==> config.mk <==
export PLATFORM = sky130hd
export DESIGN_NAME = sap1_control_sequencer
export DESIGN_NICKNAME = d
export VERILOG_FILES = /design/src/rtl/sap1_ctrl_pkg.sv /design/src/rtl/sap1_microcode_rom.sv /design/src/rtl/sap1_control_sequencer.sv
export SDC_FILE = /design/constraint.sdc
export NUM_CORES = 1
export LEC_CHECK = 0
export ABC_AREA = 1
export CORE_MARGIN = 2
export CORE_UTILIZATION = 44
export CTS_CLUSTER_DIAMETER = 50
export CTS_CLUSTER_SIZE = 16
export DETAILED_ROUTE_END_ITERATION = 8
export PLACE_DENSITY = 0.86
export RECOVER_POWER = 50
export SLEW_MARGIN = 10
export SYNTH_ARGS = -nofsm -noshare
export SYNTH_HDL_FRONTEND = slang
export SYNTH_SLANG_ARGS = --single-unit
==> constraint.sdc <==
create_clock -name mclk -period 4.5 [get_ports mclk]
set_input_delay 0.45 -clock mclk [delete_from_list [all_inputs] [get_ports mclk]]
set_output_delay 0.45 -clock mclk [all_outputs]
set_load 0.03 [all_outputs]
==> src/rtl/sap1_ctrl_pkg.sv <==
// -----------------------------------------------------------------------------
// sap1_ctrl_pkg
// Shared definitions for the SAP-1 control sequencer:
//   - opcode constants (upper nibble of the instruction register)
//   - control-word bit indices (HLT=15 ... FI=0)
//   - flag bit positions within {carry, zero}
//   - sequencer state encoding
// No ports (package).
// -----------------------------------------------------------------------------
package sap1_ctrl_pkg;

    localparam int CTRL_W = 16;

    // Opcodes
    localparam logic [3:0] OP_NOP = 4'h0;
    localparam logic [3:0] OP_LDA = 4'h1;
    localparam logic [3:0] OP_ADD = 4'h2;
    localparam logic [3:0] OP_SUB = 4'h3;
    localparam logic [3:0] OP_STA = 4'h4;
    localparam logic [3:0] OP_LDI = 4'h5;
    localparam logic [3:0] OP_JMP = 4'h6;
    localparam logic [3:0] OP_JC  = 4'h7;
    localparam logic [3:0] OP_JZ  = 4'h8;
    localparam logic [3:0] OP_OUT = 4'hE;
    localparam logic [3:0] OP_HLT = 4'hF;

    // Control-word bit indices
    localparam int CB_HLT = 15;
    localparam int CB_MI  = 14;
    localparam int CB_RI  = 13;
    localparam int CB_RO  = 12;
    localparam int CB_IO  = 11;
    localparam int CB_II  = 10;
    localparam int CB_AI  = 9;
    localparam int CB_AO  = 8;
    localparam int CB_EO  = 7;
    localparam int CB_SU  = 6;
    localparam int CB_BI  = 5;
    localparam int CB_OI  = 4;
    localparam int CB_CE  = 3;
    localparam int CB_CO  = 2;
    localparam int CB_J   = 1;
    localparam int CB_FI  = 0;

    // Flag positions within i_flags = {carry, zero}
    localparam int FLAG_CARRY = 1;
    localparam int FLAG_ZERO  = 0;

    // Encoding chosen so that bit 0 is "paused" and bit 1 is "halted";
    // the status outputs are then plain register bits.
    typedef enum logic [1:0] {
        ST_RUN   = 2'b00,
        ST_PAUSE = 2'b01,
        ST_HALT  = 2'b10
    } state_e;

endpackage

==> src/rtl/sap1_microcode_rom.sv <==
// -----------------------------------------------------------------------------
// sap1_microcode_rom
// Purely combinational microcode table. Maps (opcode, step, flags) to the
// 16-bit control word and a flag marking the final T-state of the instruction.
// Ports:
//   i_opcode    in  4           instruction opcode
//   i_step      in  STEP_WIDTH  current T-state
//   i_flags     in  2           {carry, zero}
//   o_ctrl      out 16          control word for this T-state
//   o_last_step out 1           this T-state ends the instruction
// -----------------------------------------------------------------------------
module sap1_microcode_rom
    import sap1_ctrl_pkg::*;
#(
    parameter int INSTRUCTION_STEPS = 5,
    parameter int STEP_WIDTH        = $clog2(INSTRUCTION_STEPS)
) (
    input  logic [3:0]            i_opcode,
    input  logic [STEP_WIDTH-1:0] i_step,
    input  logic [1:0]            i_flags,
    output logic [CTRL_W-1:0]     o_ctrl,
    output logic                  o_last_step
);

    localparam logic [STEP_WIDTH-1:0] T0       = STEP_WIDTH'(0);
    localparam logic [STEP_WIDTH-1:0] T1       = STEP_WIDTH'(1);
    localparam logic [STEP_WIDTH-1:0] T2       = STEP_WIDTH'(2);
    localparam logic [STEP_WIDTH-1:0] T3       = STEP_WIDTH'(3);
    localparam logic [STEP_WIDTH-1:0] T4       = STEP_WIDTH'(4);
    localparam logic [STEP_WIDTH-1:0] STEP_MAX = STEP_WIDTH'(INSTRUCTION_STEPS - 1);

    logic [STEP_WIDTH-1:0] w_last_idx;

    always_comb begin
        o_ctrl = '0;
        case (i_step)
            T0: begin
                o_ctrl[CB_CO] = 1'b1;
                o_ctrl[CB_MI] = 1'b1;
            end
            T1: begin
                o_ctrl[CB_RO] = 1'b1;
                o_ctrl[CB_II] = 1'b1;
                o_ctrl[CB_CE] = 1'b1;
            end
            T2: begin
                case (i_opcode)
                    OP_LDA, OP_ADD, OP_SUB, OP_STA: begin
                        o_ctrl[CB_IO] = 1'b1;
                        o_ctrl[CB_MI] = 1'b1;
                    end
                    OP_LDI: begin
                        o_ctrl[CB_IO] = 1'b1;
                        o_ctrl[CB_AI] = 1'b1;
                    end
                    OP_JMP: begin
                        o_ctrl[CB_IO] = 1'b1;
                        o_ctrl[CB_J]  = 1'b1;
                    end
                    OP_JC: begin
                        o_ctrl[CB_IO] = i_flags[FLAG_CARRY];
                        o_ctrl[CB_J]  = i_flags[FLAG_CARRY];
                    end
                    OP_JZ: begin
                        o_ctrl[CB_IO] = i_flags[FLAG_ZERO];
                        o_ctrl[CB_J]  = i_flags[FLAG_ZERO];
                    end
                    OP_OUT: begin
                        o_ctrl[CB_AO] = 1'b1;
                        o_ctrl[CB_OI] = 1'b1;
                    end
                    OP_HLT: o_ctrl[CB_HLT] = 1'b1;
                    default: ;
                endcase
            end
            T3: begin
                case (i_opcode)
                    OP_LDA: begin
                        o_ctrl[CB_RO] = 1'b1;
                        o_ctrl[CB_AI] = 1'b1;
                    end
                    OP_ADD, OP_SUB: begin
                        o_ctrl[CB_RO] = 1'b1;
                        o_ctrl[CB_BI] = 1'b1;
                    end
                    OP_STA: begin
                        o_ctrl[CB_AO] = 1'b1;
                        o_ctrl[CB_RI] = 1'b1;
                    end
                    default: ;
                endcase
            end
            T4: begin
                if (i_opcode == OP_ADD || i_opcode == OP_SUB) begin
                    o_ctrl[CB_EO] = 1'b1;
                    o_ctrl[CB_AI] = 1'b1;
                    o_ctrl[CB_FI] = 1'b1;
                    o_ctrl[CB_SU] = (i_opcode == OP_SUB);
                end
            end
            default: ;
        endcase
    end

    always_comb begin
        case (i_opcode)
            OP_LDI, OP_JMP, OP_JC, OP_JZ, OP_OUT, OP_HLT: w_last_idx = T2;
            OP_LDA, OP_STA:                               w_last_idx = T3;
            OP_ADD, OP_SUB:                               w_last_idx = T4;
            default:                                      w_last_idx = T1;
        endcase
    end

    // ">=" rather than "==": if the opcode changes mid-instruction and the
    // step is already past the new opcode's end, the sequencer still wraps
    // instead of running on. The STEP_MAX term bounds the counter explicitly.
    assign o_last_step = (i_step >= w_last_idx) || (i_step >= STEP_MAX);

endmodule

==> src/rtl/sap1_control_sequencer.sv <==
// -----------------------------------------------------------------------------
// sap1_control_sequencer
// SAP-1 microcode control sequencer: T-state counter plus RUN/PAUSE/HALT FSM,
// with the control word decoded combinationally from the registered step.
// State updates on the falling edge of mclk so o_ctrl is settled before the
// rising edge where the datapath consumes it.
// Ports:
//   mclk          in  1           master clock (state updates on falling edge)
//   i_reset       in  1           synchronous active-high reset (ignores mclk_en)
//   mclk_en       in  1           clock enable; low freezes all state
//   i_opcode      in  4           instruction register upper nibble
//   i_flags       in  2           {carry, zero}
//   i_single_step in  1           pause after every completed instruction
//   i_step        in  1           releases a pause (qualified by mclk_en)
//   o_ctrl        out 16          control word {HLT,MI,RI,RO,IO,II,AI,AO,
//                                               EO,SU,BI,OI,CE,CO,J,FI}
//   o_step        out STEP_WIDTH  current T-state
//   o_halted      out 1           sequencer is halted
//   o_paused      out 1           sequencer is paused
// -----------------------------------------------------------------------------
module sap1_control_sequencer
    import sap1_ctrl_pkg::*;
#(
    parameter  int INSTRUCTION_STEPS = 5,
    localparam int STEP_WIDTH        = $clog2(INSTRUCTION_STEPS)
) (
    input  logic                  mclk,
    input  logic                  i_reset,
    input  logic                  mclk_en,
    input  logic [3:0]            i_opcode,
    input  logic [1:0]            i_flags,
    input  logic                  i_single_step,
    input  logic                  i_step,
    output logic [CTRL_W-1:0]     o_ctrl,
    output logic [STEP_WIDTH-1:0] o_step,
    output logic                  o_halted,
    output logic                  o_paused
);

    generate
        if (INSTRUCTION_STEPS < 5) begin : g_bad_steps
            $error("sap1_control_sequencer: INSTRUCTION_STEPS must be >= 5");
        end
    endgenerate

    state_e                r_state;
    logic [STEP_WIDTH-1:0] r_step;

    logic [CTRL_W-1:0]     w_rom_ctrl;
    logic                  w_last_step;
    logic [STEP_WIDTH-1:0] w_step_inc;

    sap1_microcode_rom #(
        .INSTRUCTION_STEPS (INSTRUCTION_STEPS),
        .STEP_WIDTH        (STEP_WIDTH)
    ) u_rom (
        .i_opcode    (i_opcode),
        .i_step      (r_step),
        .i_flags     (i_flags),
        .o_ctrl      (w_rom_ctrl),
        .o_last_step (w_last_step)
    );

    assign w_step_inc = r_step + STEP_WIDTH'(1);

    always_ff @(negedge mclk) begin
        if (i_reset) begin
            r_state <= ST_RUN;
            r_step  <= '0;
        end else if (mclk_en) begin
            case (r_state)
                ST_RUN: begin
                    // HLT is only decoded at T2; the step stays there while halted.
                    if (w_rom_ctrl[CB_HLT]) begin
                        r_state <= ST_HALT;
                    end else if (w_last_step) begin
                        r_step <= '0;
                        if (i_single_step) begin
                            r_state <= ST_PAUSE;
                        end
                    end else begin
                        r_step <= w_step_inc;
                    end
                end
                ST_PAUSE: begin
                    if (i_step) begin
                        r_state <= ST_RUN;
                        r_step  <= '0;
                    end
                end
                ST_HALT: ;
                default: begin
                    r_state <= ST_RUN;
                    r_step  <= '0;
                end
            endcase
        end
    end

    assign o_ctrl   = (r_state == ST_RUN) ? w_rom_ctrl : '0;
    assign o_step   = r_step;
    assign o_halted = r_state[1];
    assign o_paused = r_state[0];

endmodule
==> results of run 1 <==
## area by class of cell
cell class	count	share of cell area, %
multi-input cells	96	43.6
clock buffers	3	1.82
repair buffers	52	35.9
well taps	16	1.62
clock inverters	6	1.82
flip-flops and latches	5	8.51
inverters	21	6.79
## worst min path at each step
| stage | slack, ns | to | startpoint |
|---|---|---|---|
| after floorplan | 0.55 | o_step[1] | o_step[1] |
| after global placement | 0.51 | o_step[1] | o_step[1] |
| after detailed placement | 0.52 | o_step[1] | o_step[1] |
| after CTS | 0.53 | o_step[1] | o_step[1] |
| after global routing | 0.55 | o_step[1] | o_step[1] |
| final | 0.53 | o_step[1] | o_step[1] |
## where the power goes
part | total (µW) | internal, µW | switching, µW
logic | 155 | 65.5 | 89.6
clock network | 67.4 | 37.4 | 30.0
registers | 53.8 | 48.4 | 5.41
## repair_timing
action	CTS	global route
cloned	0	0
gates resized for setup	13	30
pin swaps	1	1
endpoints found under the setup margin	11	17
setup buffers	3	1
## worst max-delay path, stage by stage, from the launching register on
cell and delay, ns:
dfxtp_2 0.34, inv_4 0.08, ha_2 0.17, nand2_1 0.08, buf_4 0.16, inv_4 0.07
nand4_1 0.12, nor2_2 0.15, o21ai_1 0.08, nor2_2 0.09, buf_6 0.13
## flip-flops by register name, summed over array words and instances (netlist names)
register	count
r_state	2
o_step	3
## routing by layer
layer | up-vias | part of all wire (%)
met5 | - | 0
met4 | 0 | 1.3
met3 | 6 | 7.0
met2 | 51 | 49
met1 | 475 | 43
li1 | 513 | -
## synth_stat cells, drive strengths merged (2+ instances only)
master   n
o21ai    5
nand3    8
ha       8
dfxtp    5
a31oi    2
buf      3
nor2    27
nor3     2
a21oi   11
nand2   28
nand4    2
inv     22
## placed cells by master, fill, tap and decap left out, types with 2 or more instances in the layout
master,count
inv_4,2
buf_6,3
nor2_4,4
clkbuf_4,3
o21ai_0,3
inv_1,23
nand2_2,3
dlygate4sd2_1,3
a31oi_1,2
clkbuf_2,6
nand4_1,2
nor2_2,4
dlymetal6s2s_1,3
nor3_1,2
buf_4,22
o21ai_1,2
a21oi_1,10
ha_1,7
clkdlybuf4s50_1,14
nand2_1,25
inv_2,2
dfxtp_1,3
nand3_1,8
nor2_1,19
## cell families (layout without fill, tap and decap cells)
logic type / Yosys count / in the layout / synth area share [%]
simple gates: 68 / 68 / 42.3
compound gates: 20 / 20 / 15.4
flops: 5 / 5 / 14.0
fa+ha+maj: 8 / 8 / 14.0
buf+inv: 25 / 82 / 14.3
## through the flow
stage / utilization (%) / setup TNS, ns
after detailed placement: 75.6 / -0.890
after floorplan: - / 0
after CTS: 79.3 / 0
final: 81.0 / 0
after global routing: 81.0 / -0.107
after global placement: 75.6 / -0.236
==> results.toml, run 1 <==
[outcome]
status = "finished, final reports clean"

[synthesis]
netlist_instances = 126
ys_seq_elements = 5
synth_area_leaders = "dfxtp_1 14%, ha_1 14%, nand2_1 14%"
avgSynthCellArea_um2 = 5.68
syn_area_um2 = 716
synth_cell_types = 20
synth_top_area_share_pct = 14.0
synth_nets = 145
synth-main-ff-cell = "dfxtp_1"
synth_top_cell_by_area = "dfxtp_1"
yosysSeqAreaShare_pct = 14.0
synth_edf_count = 0
ys_warn_count = 0
async_flop_share_pct = 0

[die]
coreArea_um2 = 1520
initial_utilization_pct = 47.0
die_w_um = 44.3
die-height_um = 44.3
die-area_um2 = 1970
rows = 14
pin_count = 32

[detailed_routing]
wl_per_cell_um = 12.8
drt_iter0_drc = 43
firstDrtPassIters = 4
route.detailed.drc = 0
wl_um = 2540
dr_total_vias = 1045
antenna_left = 0
via_per_inst = 5.25

[timing]
whs_ns = 0.529
worst_pin_slew_ns = 0.337
final-setup-viol-count = 0
final_max_slew_viol_count = 0
fin_skew_ns = 0.00901
rsz0062_at_grt = "yes"
layout_setup_ws_ns = 0.00988
slew_headroom_pct = 77.4
hold_viol = 0

[layout]
multiInputGateArea_um2 = 538
seq_area_um2 = 105
syn_to_final_growth_pct = 72.6
final_area_um2 = 1230
antenna_cells = 0
layout-drive-gt1-share_pct = 29.5
final_cells = 199
num-nets-final = 203
fillers = 103

[worst_setup_path]
critPathKind = "reg2out"
r2r-start = "o_step[0]"
cp.required_ns = 4.05
ff2ff_path_depth = 12
worstSetupStartpointType = "flip-flop"
timing.critical_path.to = "o_ctrl[8]"
r2r_setup_slack_ns = 2.85
cp_max_fo = 5
end_kind = "primary output"
arrival_ns = 4.04
crit_start = "o_step[0]"
reg2reg_to = "r_state[1]"

[power_and_ir_drop]
p_leak_uw = 0.000672
p_total_uw = 276
p_per_area_nw_per_um2 = 224
ir_worst_vdd_v = 0.000294

[clocking]
clockBufferDepth = 2
root_buffer = "clkbuf_4"
cts_tree = "yes"
cts_buffers = 3
h-tree-depth = 1
path_clk_slew_ns = 0.04
holdBufCountCts = 0
clk_latency_ns = 0.30
clock-sinks = 5

[global_routing]
grtUsageMet1_pct = 31.7
busiest_layer = "met2"
track_usage_pct = 26.1
grt_pass1_wl_um = 3860
first_global_vias = 978
grt-ovfl-total = 0
grt_util_met2_pct = 43.8
grt_max_degree = 9
use_met3_pct = 8.57
antenna_found_initial = 0

[placed_design]
portBuffers = 31
dp_hpwl_um = 1840
place_ws_ns = -0.191
dp.cells = 187
place.gp.congestion = 0.938
placed_area_um2 = 1150

[worst_hold_path]
whs_path_depth = 2
hold_path_class = "reg2reg"

[run]
max_cap_viol_count = 0
Power figures use the tool's default switching activity.
==> run 2, diff against run 1 <==
--- a/config.mk
+++ b/config.mk
@@ -8,7 +8,6 @@
 export ABC_AREA = 1
 export CORE_MARGIN = 2
 export CORE_UTILIZATION = 44
-export CTS_CLUSTER_DIAMETER = 50
 export CTS_CLUSTER_SIZE = 16
 export DETAILED_ROUTE_END_ITERATION = 8
 export PLACE_DENSITY = 0.86
==> results of run 2 <==
Same layout as run 1: the final DEF is identical, and so are final timing and power.
==> run 3, diff against run 2 <==
--- a/config.mk
+++ b/config.mk
@@ -8,6 +8,7 @@
 export ABC_AREA = 1
 export CORE_MARGIN = 2
 export CORE_UTILIZATION = 44
+export CTS_CLUSTER_DIAMETER = 200
 export CTS_CLUSTER_SIZE = 16
 export DETAILED_ROUTE_END_ITERATION = 8
 export PLACE_DENSITY = 0.86
==> results of run 3 <==
Same layout as run 1: the final DEF is identical, and so are final timing and power.
